File: src/rtl/bp_be_accel_xor_array.sv
// Weight-stationary XOR core: two weight banks, activations XORed with a
// bank and drained as fill-width beats, low beat first.
module bp_be_accel_xor_array #(
    parameter int block_width_p = 512,
    parameter int data_width_p  = 64
) (
    input  logic                     clk_i,
    input  logic                     reset_i,
    input  logic [1:0]               op_i,
    input  logic [block_width_p-1:0] data_i,
    input  logic                     v_i,
    output logic                     ready_o,
    output logic [data_width_p-1:0]  data_o,
    output logic                     v_o,
    input  logic                     yumi_i,
    output logic                     busy_o
);
    localparam int beats_lp     = block_width_p / data_width_p;
    localparam int cnt_width_lp = (beats_lp > 1) ? $clog2(beats_lp) : 1;

    typedef enum logic {IDLE, DRAIN} state_e;

    state_e                                state_q, state_d;
    logic [cnt_width_lp-1:0]               cnt_q, cnt_d;
    logic [beats_lp-1:0][data_width_p-1:0] result_q, result_d;
    logic [block_width_p-1:0]              wt0_q, wt0_d;
    logic [block_width_p-1:0]              wt1_q, wt1_d;
    logic                                  last_beat;
    logic                                  fire;

    assign last_beat = (cnt_q == cnt_width_lp'(beats_lp - 1));
    assign fire      = v_i & ready_o;
    assign data_o    = result_q[cnt_q];

    always_comb begin
        ready_o = 1'b0;
        v_o     = 1'b0;
        busy_o  = 1'b0;
        unique case (state_q)
            IDLE: begin
                ready_o = 1'b1;
            end
            DRAIN: begin
                v_o     = 1'b1;
                busy_o  = 1'b1;
                ready_o = yumi_i & last_beat;
            end
            default: begin
                ready_o = 1'b0;
            end
        endcase
    end

    always_comb begin
        state_d  = state_q;
        cnt_d    = cnt_q;
        result_d = result_q;
        wt0_d    = wt0_q;
        wt1_d    = wt1_q;
        if (state_q == DRAIN && yumi_i) begin
            if (last_beat) begin
                cnt_d   = '0;
                state_d = IDLE;
            end else begin
                cnt_d = cnt_q + 1'b1;
            end
        end
        // An activation accepted on the last beat overrides the return to IDLE
        if (fire) begin
            if (op_i[1]) begin
                if (op_i[0]) wt1_d = data_i;
                else         wt0_d = data_i;
            end else begin
                result_d = data_i ^ (op_i[0] ? wt1_q : wt0_q);
                cnt_d    = '0;
                state_d  = DRAIN;
            end
        end
    end

    always_ff @(posedge clk_i) begin
        if (reset_i) begin
            state_q  <= IDLE;
            cnt_q    <= '0;
            result_q <= '0;
            wt0_q    <= '0;
            wt1_q    <= '0;
        end else begin
            state_q  <= state_d;
            cnt_q    <= cnt_d;
            result_q <= result_d;
            wt0_q    <= wt0_d;
            wt1_q    <= wt1_d;
        end
    end

`ifndef SYNTHESIS
    a_yumi_needs_v: assert property (
        @(posedge clk_i) disable iff (reset_i) !(yumi_i && !v_o));
    a_hold_until_fire: assert property (
        @(posedge clk_i) disable iff (reset_i)
        (v_i && !ready_o) |=> (v_i && $stable(op_i)));
`endif

endmodule

File: config.mk
export PLATFORM = sky130hd
export DESIGN_NAME = bp_be_accel_xor_array
export DESIGN_NICKNAME = d
export VERILOG_FILES = /design/src/rtl/bp_be_accel_xor_array.sv
export SDC_FILE = /design/constraint.sdc
export NUM_CORES = 2
export LEC_CHECK = 0
export BUFFER_PORTS_ARGS = -buffer_cell sky130_fd_sc_hd__buf_2
export CAP_MARGIN = 20
export CORE_AREA = 2 2 490 492
export DETAILED_ROUTE_END_ITERATION = 6
export DIE_AREA = 0 0 492 494
export GPL_TIMING_DRIVEN = 1
export PLACE_DENSITY_LB_ADDON = 0.12
export SLEW_MARGIN = 20
export SYNTH_ARGS = -nofsm -noshare
export SYNTH_HDL_FRONTEND = slang
export SYNTH_SLANG_ARGS = --single-unit
File: constraint.sdc
create_clock -name clk_i -period 2.8 [get_ports clk_i]
set_input_delay 0.42 -clock clk_i [delete_from_list [all_inputs] [get_ports clk_i]]
set_output_delay 0.42 -clock clk_i [all_outputs]
set_load 0.03 [all_outputs]
Yosys cells after proc, flatten, opt, wreduce, memory -nomap -nowiden
Index checks and enable logic that the tools add are counted.
{"block": "op_classes", "n_addsub": 1, "multipliers": 0, "div": 0, "n_lt_le_gt_ge": 1, "n_eq_ne": 1, "n_shift": 0, "muxes": 13, "bitwise_logic": 6, "reduce_logical": 4}
{"op": "$mux 512", "n": 1}
{"op": "$xor 512x512->512", "n": 1}
{"op": "$bmux 64 s3", "n": 1}
{"op": "$mux 64", "n": 1}
{"op": "$mux 3", "n": 4}
{"op": "$reduce_and 3->1", "n": 2}
{"op": "$mux 1", "n": 5}
{"op": "$lt 3x4->1 const B", "n": 1}
{"op": "$add 3x1->3 const B", "n": 1}
{"op": "$eq 3x3->1 const B", "n": 1}
{"op": "$not 1->1", "n": 3}
{"op": "$and 1x1->1", "n": 2}
{"op": "$pmux 1 s2", "n": 1}
{"op": "$reduce_and 2->1", "n": 1}
{"op": "$logic_and 1x1->1", "n": 1}
{"block": "totals", "ff_bits": 1540, "latchBits": 0, "ram_bits": 0, "rom_bits": 0, "input_bits": 518, "n_memories": 0}

Logic depth before layout (Yosys ltp)
{"block": "depth", "word_depth": 5, "ltp_mapped": 9, "mapped_depth_nobuf": 6}

Worst setup path before layout
Ideal clock, no wire load.
{"block": "synth_timing", "path_type": "reg2out", "startpoint": "register cnt_q[0]", "endpoint": "output data_o[0]", "arrival_time_ns": 1.820, "required_time_ns": 2.380, "setup_slack_ns": 0.560, "stages_incl_launch_ff": 6, "path_cell_list": "dfxtp_1 -> clkbuf_1 -> buf_2 -> buf_2 -> mux4_2 -> mux2_2"}
{"block": "synth_via", "elab_chain_len": 2}
{"element": "start: declaration", "line_no": "24", "rtl": "logic [cnt_width_lp-1:0] cnt_q, cnt_d;"}
{"element": "start signal: assignment", "line_no": "90", "rtl": "cnt_q <= cnt_d;"}
{"element": "$bmux 64 s3", "line_no": "33", "rtl": "assign data_o = result_q[cnt_q];"}
{"element": "$mux 64 (implied by the code)", "line_no": "33"}
{"element": "end: declaration", "line_no": "13", "rtl": "output logic [data_width_p-1:0] data_o,"}
Every way passes these cells. The select of a mux whose other input is x is not followed.

Final worst setup path
{"block": "layout_timing", "startpoint": "register cnt_q[0]", "endpoint": "output data_o[25]"}
Same word-level chain as after synthesis.

==> flow_metrics.tcl <==
set metrics [dict create \
    outcome "finished, violations left" \
    violations "setup timing" \
    ys_types 25 \
    yosysTopAreaCell "dfxtp_1" \
    htree_levels 4 \
    drt-total-wl_um 230000 \
    crit_type "reg -> out" \
    dr.pass1.iters 5 \
    synthAdderAreaFrac_pct 0.0353 \
    viasPerCell 4.61 \
    maxSlewHeadroom_pct 40.5 \
    start_util_pct 29.9 \
    drt-initial-drc-count 2148 \
    dp_hpwl_um 157000 \
    multi_input_area_um2 37900 \
    netlist_area_um2 70900 \
    core_area_um2 237000 \
    synth_most_common_cell "dfxtp_1" \
    cpMaxStageDelayCell "mux4_2" \
    synth_edf_count 0 \
    cts.sinks 1540 \
    p_leak_nw 37.0 \
    max_stage_delay_ns 0.62 \
    synth_area_leaders "dfxtp_1, mux2i_1, nand2b_1" \
    insertion_delay_ns 0.83 \
    ir_worst_vdd_v 0.000483 \
    numCtsBuffers 184 \
    hold_start "op_i[1]" \
    clockRootBuffer "clkbuf_16" \
    crit_chain "buf_12 -> buf_12 -> mux4_2 -> mux2_4 -> buf_6" \
    gp_congestion 0.763 \
    crit_path_frequent_cell "buf_12" \
    io_buffers 584 \
    wl_per_cell_um 21.6 \
    rsz0062_at_grt "yes" \
    arrival_ns 2.71 \
    drive_above_1_share_pct 16.8 \
    syn_area_per_cell_um2 11.2 \
    syn-instance-count 6342 \
    ys_seq_area_share_pct 43.5 \
    synthTopCellsByCount "dfxtp_1, mux2i_1, nand2b_1, a22o_1, xnor2_1" \
    holdCritPathClass "in -> reg" \
    final-max-slew-violation-count 0 \
    final_core_util_pct 38.0 \
    antenna_found_initial 44 \
    grt_max_degree 249 \
    syn_to_final_growth_pct 27.1 \
    fmax_mhz 319 \
    die_w_um 492 \
    ff_latch_area_um2 30800 \
    grt_pass1_vias 51225 \
    fin_ws_ns -0.333 \
    yosysTopAreaCellShare_pct 43.5 \
    synth_compound_area_share_pct 6.40 \
    syn_nets 6862 \
    cp_max_fo 7 \
    synth-xor-area-share_pct 6.32 \
    maxCapViolCount 0 \
    rows 179 \
    synthMuxAreaShare_pct 26.8 \
    worstSetupEndpointType "primary output" \
    cts_tree "done" \
    boundaryPins 585 \
    die_h_um 494 \
    synth_top_family_by_area "multiplexers" \
    synth_simple_gate_area_share_pct 13.6 \
    power_w 0.0534 \
    finalSetupViolations 64 \
    finalHoldViolCount 0 \
    crit_start "cnt_q[0]$_SDFF_PP0_" \
    cellPowerDensity_nw_per_um2 593 \
    dp_cells 9752 \
    r2r-start "cnt_q[1]$_SDFF_PP0_" \
    yosysWarnings 0 \
    worst_clock_skew_ns 0.0366 \
    synthFlopType "dfxtp_1" \
    dr_total_vias 49086 \
    final_cells 10638 \
    grt_pass1_wl_um 338000 \
    dieArea_um2 243000 \
    cts.path.max_buffers 3 \
    period_share_pct 112 \
    fin_nets 7841 \
    critPathLaunchType "flop" \
    worstMarginPinSlew_ns 0.892 \
    postSynth.asyncResetShare_pct 0 \
    ys_ff_latch 1540 \
    drt.antenna.violating_nets 0 \
    required_ns 2.38 \
    layout_min_cycle_time_ns 3.13 \
    grt.total_usage_pct 18.3 \
    drc 0 \
    worst_setup_hold_path_clk_slew_ns 0.06 \
    grt-ovfl-total 0 \
    num-fill-cells 23201 \
]
==> final cells by class <==
type | count | share of cell area (%)
well taps | 3167 | 4.40
clock inverters | 50 | 0.579
inverters | 1 | 0.00416
diodes | 17 | 0.0472
flip-flops and latches | 1540 | 34.2
clock buffers | 269 | 6.02
repair buffers | 1285 | 12.7
multi-input cells | 4309 | 42.1
==> routing by layer <==
metal  wire length, µm  GRT usage [%]  share of wire, %
met1             97600           21.8                43
met2            117000           33.4                51
met3              8120           3.16               3.5
met4              6740           5.68               2.9
met5               219              0             0.095
==> kinds of logic (layout without fill, tap and decap cells) <==
| group | after synthesis | in the layout |
|---|---|---|
| compound gates | 518 | 518 |
| flops | 1540 | 1540 |
| simple gates | 1548 | 1548 |
| fa+ha+maj | 2 | 2 |
| other cells | 0 | 17 |
| mux | 1729 | 1729 |
| buf+inv | 493 | 1605 |
| xor+xnor | 512 | 512 |
==> worst max-delay path: cells and delay by family (launching register included) <==
| family | cells | cell delay, ns |
|---|---|---|
| buffers and inverters | 3 | 0.51 |
| flip-flops | 1 | 0.40 |
| multiplexers | 2 | 0.97 |
==> worst paths after layout <==
kind | end | slack, ns | cells past startpoint
hold / removal | state_q$_SDFF_PP0_ | 0.12 | 3
setup reg to reg | wt0_q[304]$_SDFFE_PP0P_ | 0.22 | 11
setup / recovery | data_o[25] | -0.33 | 5
hold reg to reg | wt0_q[424]$_SDFFE_PP0P_ | 0.47 | 2
==> through the flow <==
stage	cell area (µm²)	TNS, ns	hold WS [ns]	setup WS [ns]
3_5_place_dp	77700	0	0.460	0.300
3_3_place_gp	77700	0	0.455	0.296
4_1_cts	90000	-25.83	0.0170	-0.458
6_report	90100	-16.88	0.117	-0.333
5_1_grt	90100	-24.38	0.102	-0.450
2_1_floorplan	70900	0	0.438	0.560
==> registers in the layout (all words and copies together) (netlist names) <==
signal,flops
cnt_q,3
result_q,512
state_q,1
wt0_q,512
wt1_q,512
==> repair_timing <==
item | in CTS | in global routing
pin swaps | 2 | 1
gates cloned | 12 | 5
resized for setup | 180 | 1
endpoints found under the setup margin | 65 | 65
buffers inserted | 19 | 5
endpoints found under the hold margin | 1431 | 0
hold buffers | 514 | 0
==> power by group <==
part	internal, W	switching [W]	total (W)	leakage, nW
Combinational	0.00316	0.00313	0.00629	21.6
Clock	0.0138	0.00995	0.0238	2.94
Sequential	0.0228	0.000541	0.0234	12.5
==> placed cells by master (no fill, tap or decap), types with 3 or more instances in the layout <==
| cell | netlist | layout |
|---|---|---|
| nand2b_1 | 1537 | 1537 |
| mux2i_1 | 1537 | 1537 |
| dfxtp_1 | 1540 | 1537 |
| buf_2 | 207 | 531 |
| dlygate4sd3_1 | 0 | 514 |
| xnor2_1 | 512 | 512 |
| a22o_1 | 512 | 512 |
| clkbuf_16 | 0 | 192 |
| mux4_2 | 128 | 128 |
| buf_12 | 0 | 91 |
| buf_4 | 50 | 69 |
| buf_6 | 10 | 52 |
| mux2_4 | 0 | 46 |
| clkbuf_8 | 0 | 44 |
| clkbuf_1 | 224 | 38 |
| clkinv_2 | 0 | 29 |
| mux2_2 | 64 | 18 |
| diode_2 | 0 | 17 |
| buf_16 | 0 | 12 |
| buf_8 | 0 | 7 |
| inv_6 | 0 | 6 |
| bufinv_16 | 0 | 5 |
| nand2_1 | 4 | 4 |
| bufbuf_16 | 0 | 4 |
| a21oi_1 | 3 | 3 |
| clkinv_16 | 0 | 3 |
| clkinvlp_4 | 0 | 3 |
| dfxtp_4 | 0 | 3 |
Note: power is estimated with default switching activity, not from simulation.
